File: config.mk
export PLATFORM = sky130hd
export DESIGN_NAME = spi_reg_master
export DESIGN_NICKNAME = d
export VERILOG_FILES = /design/src/rtl/spi_reg_master_pkg.sv /design/src/rtl/spi_reg_master_byte_shift.sv /design/src/rtl/spi_reg_master.sv
export SDC_FILE = /design/constraint.sdc
export NUM_CORES = 1
export LEC_CHECK = 0
export ABC_AREA = 1
export BUFFER_PORTS_ARGS = -buffer_cell sky130_fd_sc_hd__buf_2
export CAP_MARGIN = 40
export CORE_MARGIN = 3
export CORE_UTILIZATION = 50
export CTS_CLUSTER_SIZE = 25
export DETAILED_ROUTE_END_ITERATION = 16
export GPL_ROUTABILITY_DRIVEN = 1
export PLACE_DENSITY = 0.81
export SLEW_MARGIN = 20
export SYNTH_ARGS = -nofsm -noshare
export SYNTH_HDL_FRONTEND = slang
export SYNTH_SLANG_ARGS = --single-unit
File: constraint.sdc
create_clock -name clk -period 2.02 [get_ports clk]
set_input_delay 0.303 -clock clk [delete_from_list [all_inputs] [get_ports clk]]
set_output_delay 0.303 -clock clk [all_outputs]
set_load 0.01 [all_outputs]
File: src/rtl/spi_reg_master_pkg.sv
// Shared types and helpers for the SPI register-access master.
// Defines the sequencer states and the MFRC522 address-byte format.
package spi_reg_master_pkg;

    typedef enum logic [2:0] {
        ST_IDLE,
        ST_SETUP,
        ST_ADDR,
        ST_DATA,
        ST_HOLD,
        ST_GAP,
        ST_DONE
    } state_e;

    // Byte clocked out on the final byte of a continuous read.
    localparam logic [7:0] READ_FILL = 8'h00;

    function automatic logic [7:0] addr_byte(input logic rw, input logic [5:0] reg_addr);
        return {rw, reg_addr, 1'b0};
    endfunction

endpackage

File: src/rtl/spi_reg_master_byte_shift.sv
// One-byte Mode 0 shifter: divides clk into SCK half-periods, drives mosi MSB first
// and samples miso on each SCK rise. A load on the final falling edge chains bytes seamlessly.
module spi_byte_shift #(
    parameter int CLK_DIV = 5
) (
    input  logic       clk,
    input  logic       rst,
    input  logic       load,
    input  logic       long_lead,
    input  logic [7:0] tx_byte,
    input  logic       miso,
    output logic       sck,
    output logic       mosi,
    output logic       byte_end,
    output logic [7:0] rx_byte
);

    localparam int CW = $clog2(2 * CLK_DIV);

    logic          active_q, active_d;
    logic          sck_q, sck_d;
    logic          mosi_q, mosi_d;
    logic [CW-1:0] cnt_q, cnt_d;
    logic [2:0]    bit_q, bit_d;
    logic [7:0]    sh_q, sh_d;
    logic [7:0]    rx_q, rx_d;

    always_comb begin
        active_d = active_q;
        sck_d    = sck_q;
        mosi_d   = mosi_q;
        cnt_d    = cnt_q;
        bit_d    = bit_q;
        sh_d     = sh_q;
        rx_d     = rx_q;
        byte_end = active_q && sck_q && (cnt_q == '0) && (bit_q == 3'd7);

        if (active_q) begin
            if (cnt_q != '0) begin
                cnt_d = cnt_q - CW'(1);
            end else if (!sck_q) begin
                sck_d = 1'b1;
                rx_d  = {rx_q[6:0], miso};
                cnt_d = CW'(CLK_DIV - 1);
            end else begin
                sck_d  = 1'b0;
                cnt_d  = CW'(CLK_DIV - 1);
                bit_d  = bit_q + 3'd1;
                sh_d   = {sh_q[6:0], 1'b0};
                mosi_d = sh_q[6];
                if (bit_q == 3'd7) begin
                    active_d = 1'b0;
                    mosi_d   = 1'b0;
                end
            end
        end

        // The first byte of a frame also covers the chip-select setup time.
        if (load) begin
            active_d = 1'b1;
            sck_d    = 1'b0;
            bit_d    = 3'd0;
            sh_d     = tx_byte;
            mosi_d   = tx_byte[7];
            cnt_d    = long_lead ? CW'(2 * CLK_DIV - 1) : CW'(CLK_DIV - 1);
        end
    end

    always_ff @(posedge clk or posedge rst) begin
        if (rst) begin
            active_q <= 1'b0;
            sck_q    <= 1'b0;
            mosi_q   <= 1'b0;
            cnt_q    <= '0;
            bit_q    <= 3'd0;
            sh_q     <= 8'h00;
            rx_q     <= 8'h00;
        end else begin
            active_q <= active_d;
            sck_q    <= sck_d;
            mosi_q   <= mosi_d;
            cnt_q    <= cnt_d;
            bit_q    <= bit_d;
            sh_q     <= sh_d;
            rx_q     <= rx_d;
        end
    end

    assign sck     = sck_q;
    assign mosi    = mosi_q;
    assign rx_byte = rx_q;

endmodule

File: src/rtl/spi_reg_master.sv
// SPI Mode 0 register-access master: address byte then num_bytes data bytes under one cs_n.
// state | meaning: IDLE wait en; SETUP cs_n low lead; ADDR address byte; DATA data bytes;
// HOLD cs_n low tail; GAP cs_n high spacing; DONE one-cycle done pulse.
module spi_reg_master
    import spi_reg_master_pkg::*;
#(
    parameter int CLK_DIV = 5
) (
    input  logic       clk,
    input  logic       rst,
    input  logic       en,
    input  logic       rw,
    input  logic [6:0] addr,
    input  logic [7:0] data_in,
    input  logic [7:0] num_bytes,
    output logic       cs_n,
    output logic       sck,
    output logic       mosi,
    input  logic       miso,
    output logic [7:0] data_out,
    output logic       busy,
    output logic       done,
    output logic       error
);

    localparam int TW = $clog2(2 * CLK_DIV);

    state_e        state_q, state_d;
    logic          rw_q, rw_d;
    logic [5:0]    addr_q, addr_d;
    logic [7:0]    bytes_q, bytes_d;
    logic [TW-1:0] tmr_q, tmr_d;
    logic          cs_n_q, cs_n_d;
    logic          busy_q, busy_d;
    logic          done_q, done_d;
    logic          error_q, error_d;
    logic [7:0]    dout_q, dout_d;

    logic          load;
    logic          long_lead;
    logic [7:0]    tx_byte;
    logic          byte_end;
    logic [7:0]    rx_byte;
    logic          addr_unused;

    assign addr_unused = addr[6];

    spi_byte_shift #(
        .CLK_DIV(CLK_DIV)
    ) u_shift (
        .clk      (clk),
        .rst      (rst),
        .load     (load),
        .long_lead(long_lead),
        .tx_byte  (tx_byte),
        .miso     (miso),
        .sck      (sck),
        .mosi     (mosi),
        .byte_end (byte_end),
        .rx_byte  (rx_byte)
    );

    always_comb begin
        state_d   = state_q;
        rw_d      = rw_q;
        addr_d    = addr_q;
        bytes_d   = bytes_q;
        tmr_d     = tmr_q;
        cs_n_d    = cs_n_q;
        busy_d    = busy_q;
        done_d    = 1'b0;
        error_d   = 1'b0;
        dout_d    = dout_q;
        load      = 1'b0;
        long_lead = 1'b0;
        tx_byte   = 8'h00;

        case (state_q)
            ST_IDLE: begin
                if (en) begin
                    if (num_bytes == 8'd0) begin
                        state_d = ST_DONE;
                        done_d  = 1'b1;
                        error_d = 1'b1;
                    end else begin
                        rw_d      = rw;
                        addr_d    = addr[5:0];
                        bytes_d   = num_bytes;
                        cs_n_d    = 1'b0;
                        busy_d    = 1'b1;
                        tmr_d     = TW'(CLK_DIV - 1);
                        state_d   = ST_SETUP;
                        load      = 1'b1;
                        long_lead = 1'b1;
                        tx_byte   = addr_byte(rw, addr[5:0]);
                    end
                end
            end
            ST_SETUP: begin
                if (tmr_q == '0) state_d = ST_ADDR;
                else             tmr_d   = tmr_q - TW'(1);
            end
            ST_ADDR: begin
                if (byte_end) begin
                    state_d = ST_DATA;
                    load    = 1'b1;
                    tx_byte = !rw_q ? data_in :
                              (bytes_q == 8'd1) ? READ_FILL : addr_byte(rw_q, addr_q);
                end
            end
            ST_DATA: begin
                if (byte_end) begin
                    bytes_d = bytes_q - 8'd1;
                    if (rw_q) dout_d = rx_byte;
                    if (bytes_q == 8'd1) begin
                        state_d = ST_HOLD;
                        tmr_d   = TW'(CLK_DIV - 1);
                    end else begin
                        // Continuous read repeats the address until the final byte.
                        load    = 1'b1;
                        tx_byte = !rw_q ? data_in :
                                  (bytes_q == 8'd2) ? READ_FILL : addr_byte(rw_q, addr_q);
                    end
                end
            end
            ST_HOLD: begin
                if (tmr_q == '0) begin
                    cs_n_d  = 1'b1;
                    tmr_d   = TW'(2 * CLK_DIV - 1);
                    state_d = ST_GAP;
                end else begin
                    tmr_d = tmr_q - TW'(1);
                end
            end
            ST_GAP: begin
                if (tmr_q == '0) begin
                    state_d = ST_DONE;
                    done_d  = 1'b1;
                    busy_d  = 1'b0;
                end else begin
                    tmr_d = tmr_q - TW'(1);
                end
            end
            ST_DONE: begin
                state_d = ST_IDLE;
            end
            default: begin
                state_d = ST_IDLE;
            end
        endcase
    end

    always_ff @(posedge clk or posedge rst) begin
        if (rst) begin
            state_q <= ST_IDLE;
            rw_q    <= 1'b0;
            addr_q  <= 6'd0;
            bytes_q <= 8'd0;
            tmr_q   <= '0;
            cs_n_q  <= 1'b1;
            busy_q  <= 1'b0;
            done_q  <= 1'b0;
            error_q <= 1'b0;
            dout_q  <= 8'h00;
        end else begin
            state_q <= state_d;
            rw_q    <= rw_d;
            addr_q  <= addr_d;
            bytes_q <= bytes_d;
            tmr_q   <= tmr_d;
            cs_n_q  <= cs_n_d;
            busy_q  <= busy_d;
            done_q  <= done_d;
            error_q <= error_d;
            dout_q  <= dout_d;
        end
    end

    assign cs_n     = cs_n_q;
    assign busy     = busy_q;
    assign done     = done_q;
    assign error    = error_q;
    assign data_out = dout_q;

endmodule

==> flow_summary.yaml <==
run_status:
  outcome: "complete, no violations"
place:
  portBuffers: 40
  place_hpwl_um: 5343
  place_congestion: 0.8774
  place_area_um2: 3712
pwr:
  power_density_nw_per_um2: 1334
  clkPwrFrac_pct: 21.5
  p_leak_nw: 2.038
  power_switching_share_pct: 41.63
  p_seq_share_pct: 35.4
  fin_total_pwr_mw: 5.341
  comb_power_share_pct: 43.1
  p_int_mw: 3.118
  vdd_drop_max_mv: 0.7682
  switchingPower_mw: 2.223
yosys:
  async_flop_share_pct: 100.0
  synthSimpleGateAreaFrac_pct: 29.46
  synthMuxAreaShare_pct: 0.3343
  synth_nets: 474
  synth_top_family_by_area: "simple AND/OR/NAND/NOR gates"
  synth_ff_type: "dfrtp_1"
  synthTopCellsByArea: "dfrtp_1 43%, nand2_1 14%, o21ai_0 8.8%"
  netlist_instances: 438
  synth_compound_area_share_pct: 14.60
  synth_area_um2: 3368
  synth_warnings: 0
  ys_types: 36
  synth_edf_count: 0
  synth-seq-cells: 59
  seq_area_frac_synth_pct: 43.87
  syn_area_per_cell_um2: 7.690
  synthXorXnorAreaFrac_pct: 0.7801
  synth_top_area_share_pct: 43.09
  synth_top_area_cell: "dfrtp_1"
  synthAdderAreaFrac_pct: 2.972
detailed_routing:
  antenna_left: 0
  dr_total_vias: 3077
  drc_errors: 0
  drt-pass1-iter-count: 5
  drt-total-wl_um: 7442
  via_per_inst: 5.361
  routedWlPerCell_um: 12.97
  drtIter0Drc: 208
timing:
  tightest_slew_ns: 0.5194
  setup_viol: 0
  rsz0062_at_grt: "true"
  maxSlewHeadroom_pct: 65.37
  fmax_mhz: 513.0
  fin_crit_sh_pct: 96.51
  hold_viol_final: 0
  report.final.slew_viol_count: 0
  setup_tns_ns: 0
  finClkSkew_ns: 0.01389
  fin_hold_ws_ns: 0.1814
  period_minus_slack_ns: 1.949
critical_path:
  critPathArrivalTime_ns: 2.18
  worstSetupPathType: "register to register"
  ff2ff_path_depth: 12
  crit_fanout: 6
  crit_path_end_kind: "register"
  startpoint_type: "register"
  required_ns: 2.25
clock_tree:
  cts_root_buf: "clkbuf_8"
  cts_max_level: 3
  clk_pin_slew_ns: 0.08
  cts_sinks: 59
  cts_buffers: 9
  cts_tree: "yes"
  clkLatencyLatePin_ns: 0.35
  clock_path_buffers: 2
floorplanning:
  die_w_um: 88.08
  io_pins: 42
  design.die.area_um2: 7757
  die_height_um: 88.08
  rows: 29
  initial_core_util_pct: 52.44
  core_area_um2: 6422
final_layout:
  fin_area_um2: 4004
  final_cell_mix: "121 x nand2_1, 58 x o21ai_0, 58 x dfrtp_1"
  drive_above_1_share_pct: 22.13
  syn_to_final_growth_pct: 18.87
  fill_cells: 544
  multi_input_comb_area_um2: 1663
  layout.nets: 528
  mostFrequentLayoutCell: "nand2_1"
  fin_util_pct: 62.34
  regArea_um2: 1478
  antenna_cells: 0
global_route:
  gr-usage-all-layers_pct: 20.84
  grt_pass1_vias: 2900
  grt_pass1_wl_um: 12620
  antenna_found_initial: 0
  grt_max_degree: 25
  overflow: 0
run:
  max_cap_viol_count: 0
min_path:
  hold_path.class: "primary input to register"
  hold_path_depth: 3
==> critical path: stages (launching register included) <==
cell and delay [ns]:
dfrtp_1 0.41, ha_1 0.22, ha_2 0.19, nand2_2 0.11, nor3_4 0.05, buf_12 0.14
nand2_4 0.07, nand2_4 0.07, nor2_4 0.21, buf_6 0.16, nand2_8 0.06, nand2_1 0.09
o21ai_2 0.05
==> power groups by stage <==
stage | combinational, mW | clock, mW | sequential, mW
6_report | 2.30 | 1.15 | 1.89
3_3_place_gp | 2.13 | 0 | 1.88
2_1_floorplan | 1.76 | 0 | 1.82
3_5_place_dp | 2.20 | 0 | 1.89
5_1_grt | 2.66 | 1.22 | 1.94
4_1_cts | 2.23 | 1.16 | 1.88
==> final cells by class <==
| type | count | area share (%) |
|---|---|---|
| flip-flops and latches | 59 | 36.91 |
| multi-input cells | 313 | 41.53 |
| inverters | 53 | 4.969 |
| clock inverters | 4 | 1.188 |
| well taps | 77 | 2.406 |
| clock buffers | 12 | 4.125 |
| repair buffers | 56 | 8.875 |
==> state kept, by name, summed over array words and instances, names as in the netlist <==
| register | count |
|---|---|
| u_shift.sh_q | 7 |
| u_shift.sck | 1 |
| u_shift.bit_q | 3 |
| u_shift.active_q | 1 |
| u_shift.rx_byte | 8 |
| u_shift.mosi | 1 |
| busy | 1 |
| bytes_q | 8 |
| error | 1 |
| u_shift.cnt_q | 4 |
| tmr_q | 4 |
| done | 1 |
| rw_q | 1 |
| addr_q | 6 |
| state_q | 3 |
| data_out | 8 |
| cs_n | 1 |
==> logic make-up after synthesis <==
family / count (synthesis)
AOI/OAI and AO/OA: 88
buffers and inverters: 66
DFF: 59
muxes: 1
and+or+nand+nor: 213
adders and majority gates: 8
xor gates and xnor gates: 3
==> Yosys cell counts (2+ instances only) <==
| master | instances |
|---|---|
| nor3_1 | 5 |
| or2_2 | 6 |
| ha_1 | 8 |
| buf_4 | 2 |
| nand2_1 | 122 |
| o21ai_1 | 5 |
| nor2_4 | 4 |
| nor2_2 | 3 |
| inv_1 | 50 |
| o311ai_0 | 5 |
| nand2_4 | 4 |
| a21oi_1 | 7 |
| dfrtp_1 | 58 |
| buf_2 | 5 |
| a31oi_1 | 2 |
| a22oi_1 | 3 |
| nand2_8 | 2 |
| o21ai_0 | 59 |
| nor2_1 | 31 |
| nand3_1 | 23 |
| o22ai_1 | 2 |
| nand2_2 | 3 |
| nand4_1 | 8 |
| xor2_1 | 3 |
| clkbuf_1 | 5 |
| inv_2 | 3 |
==> final timing paths <==
path / start / end / slack [ns]
worst min-delay path: rw / rw_q / 0.18
max in group asynchronous: rst / cs_n / 0.85
worst min register to register: busy / busy / 0.47
min in group asynchronous: rst / data_out[5] / 0.51
worst max-delay path: u_shift.bit_q[0] / u_shift.cnt_q[2] / 0.07
worst max register to register: u_shift.bit_q[0] / u_shift.cnt_q[2] / 0.07
==> metrics by stage <==
step	cells	worst slack (ns)
after detailed placement	556	0.002466
after global placement	556	0.06239
after floorplan	438	0.2029
final	574	0.07057
after global routing	574	-0.03639
after CTS	574	0.05510
==> layer usage <==
metal | track usage (%) | routed length (um) | up-vias
met5 | 0 | 0 | -
met4 | 10.30 | 163 | 0
met3 | 3.951 | 340 | 16
met2 | 34.79 | 3621 | 81
met1 | 25.89 | 3316 | 1443
li1 | - | - | 1537
==> what timing repair did <==
action | in CTS | in global routing
buffers inserted | 1 | 0
endpoints found under the setup margin | 4 | 31
hold endpoints to repair | 17 | 0
resized for setup | 0 | 13
hold buffers | 1 | 0
pin swaps | 1 | 2
No activity file was read; power rests on OpenSTA's default activity.
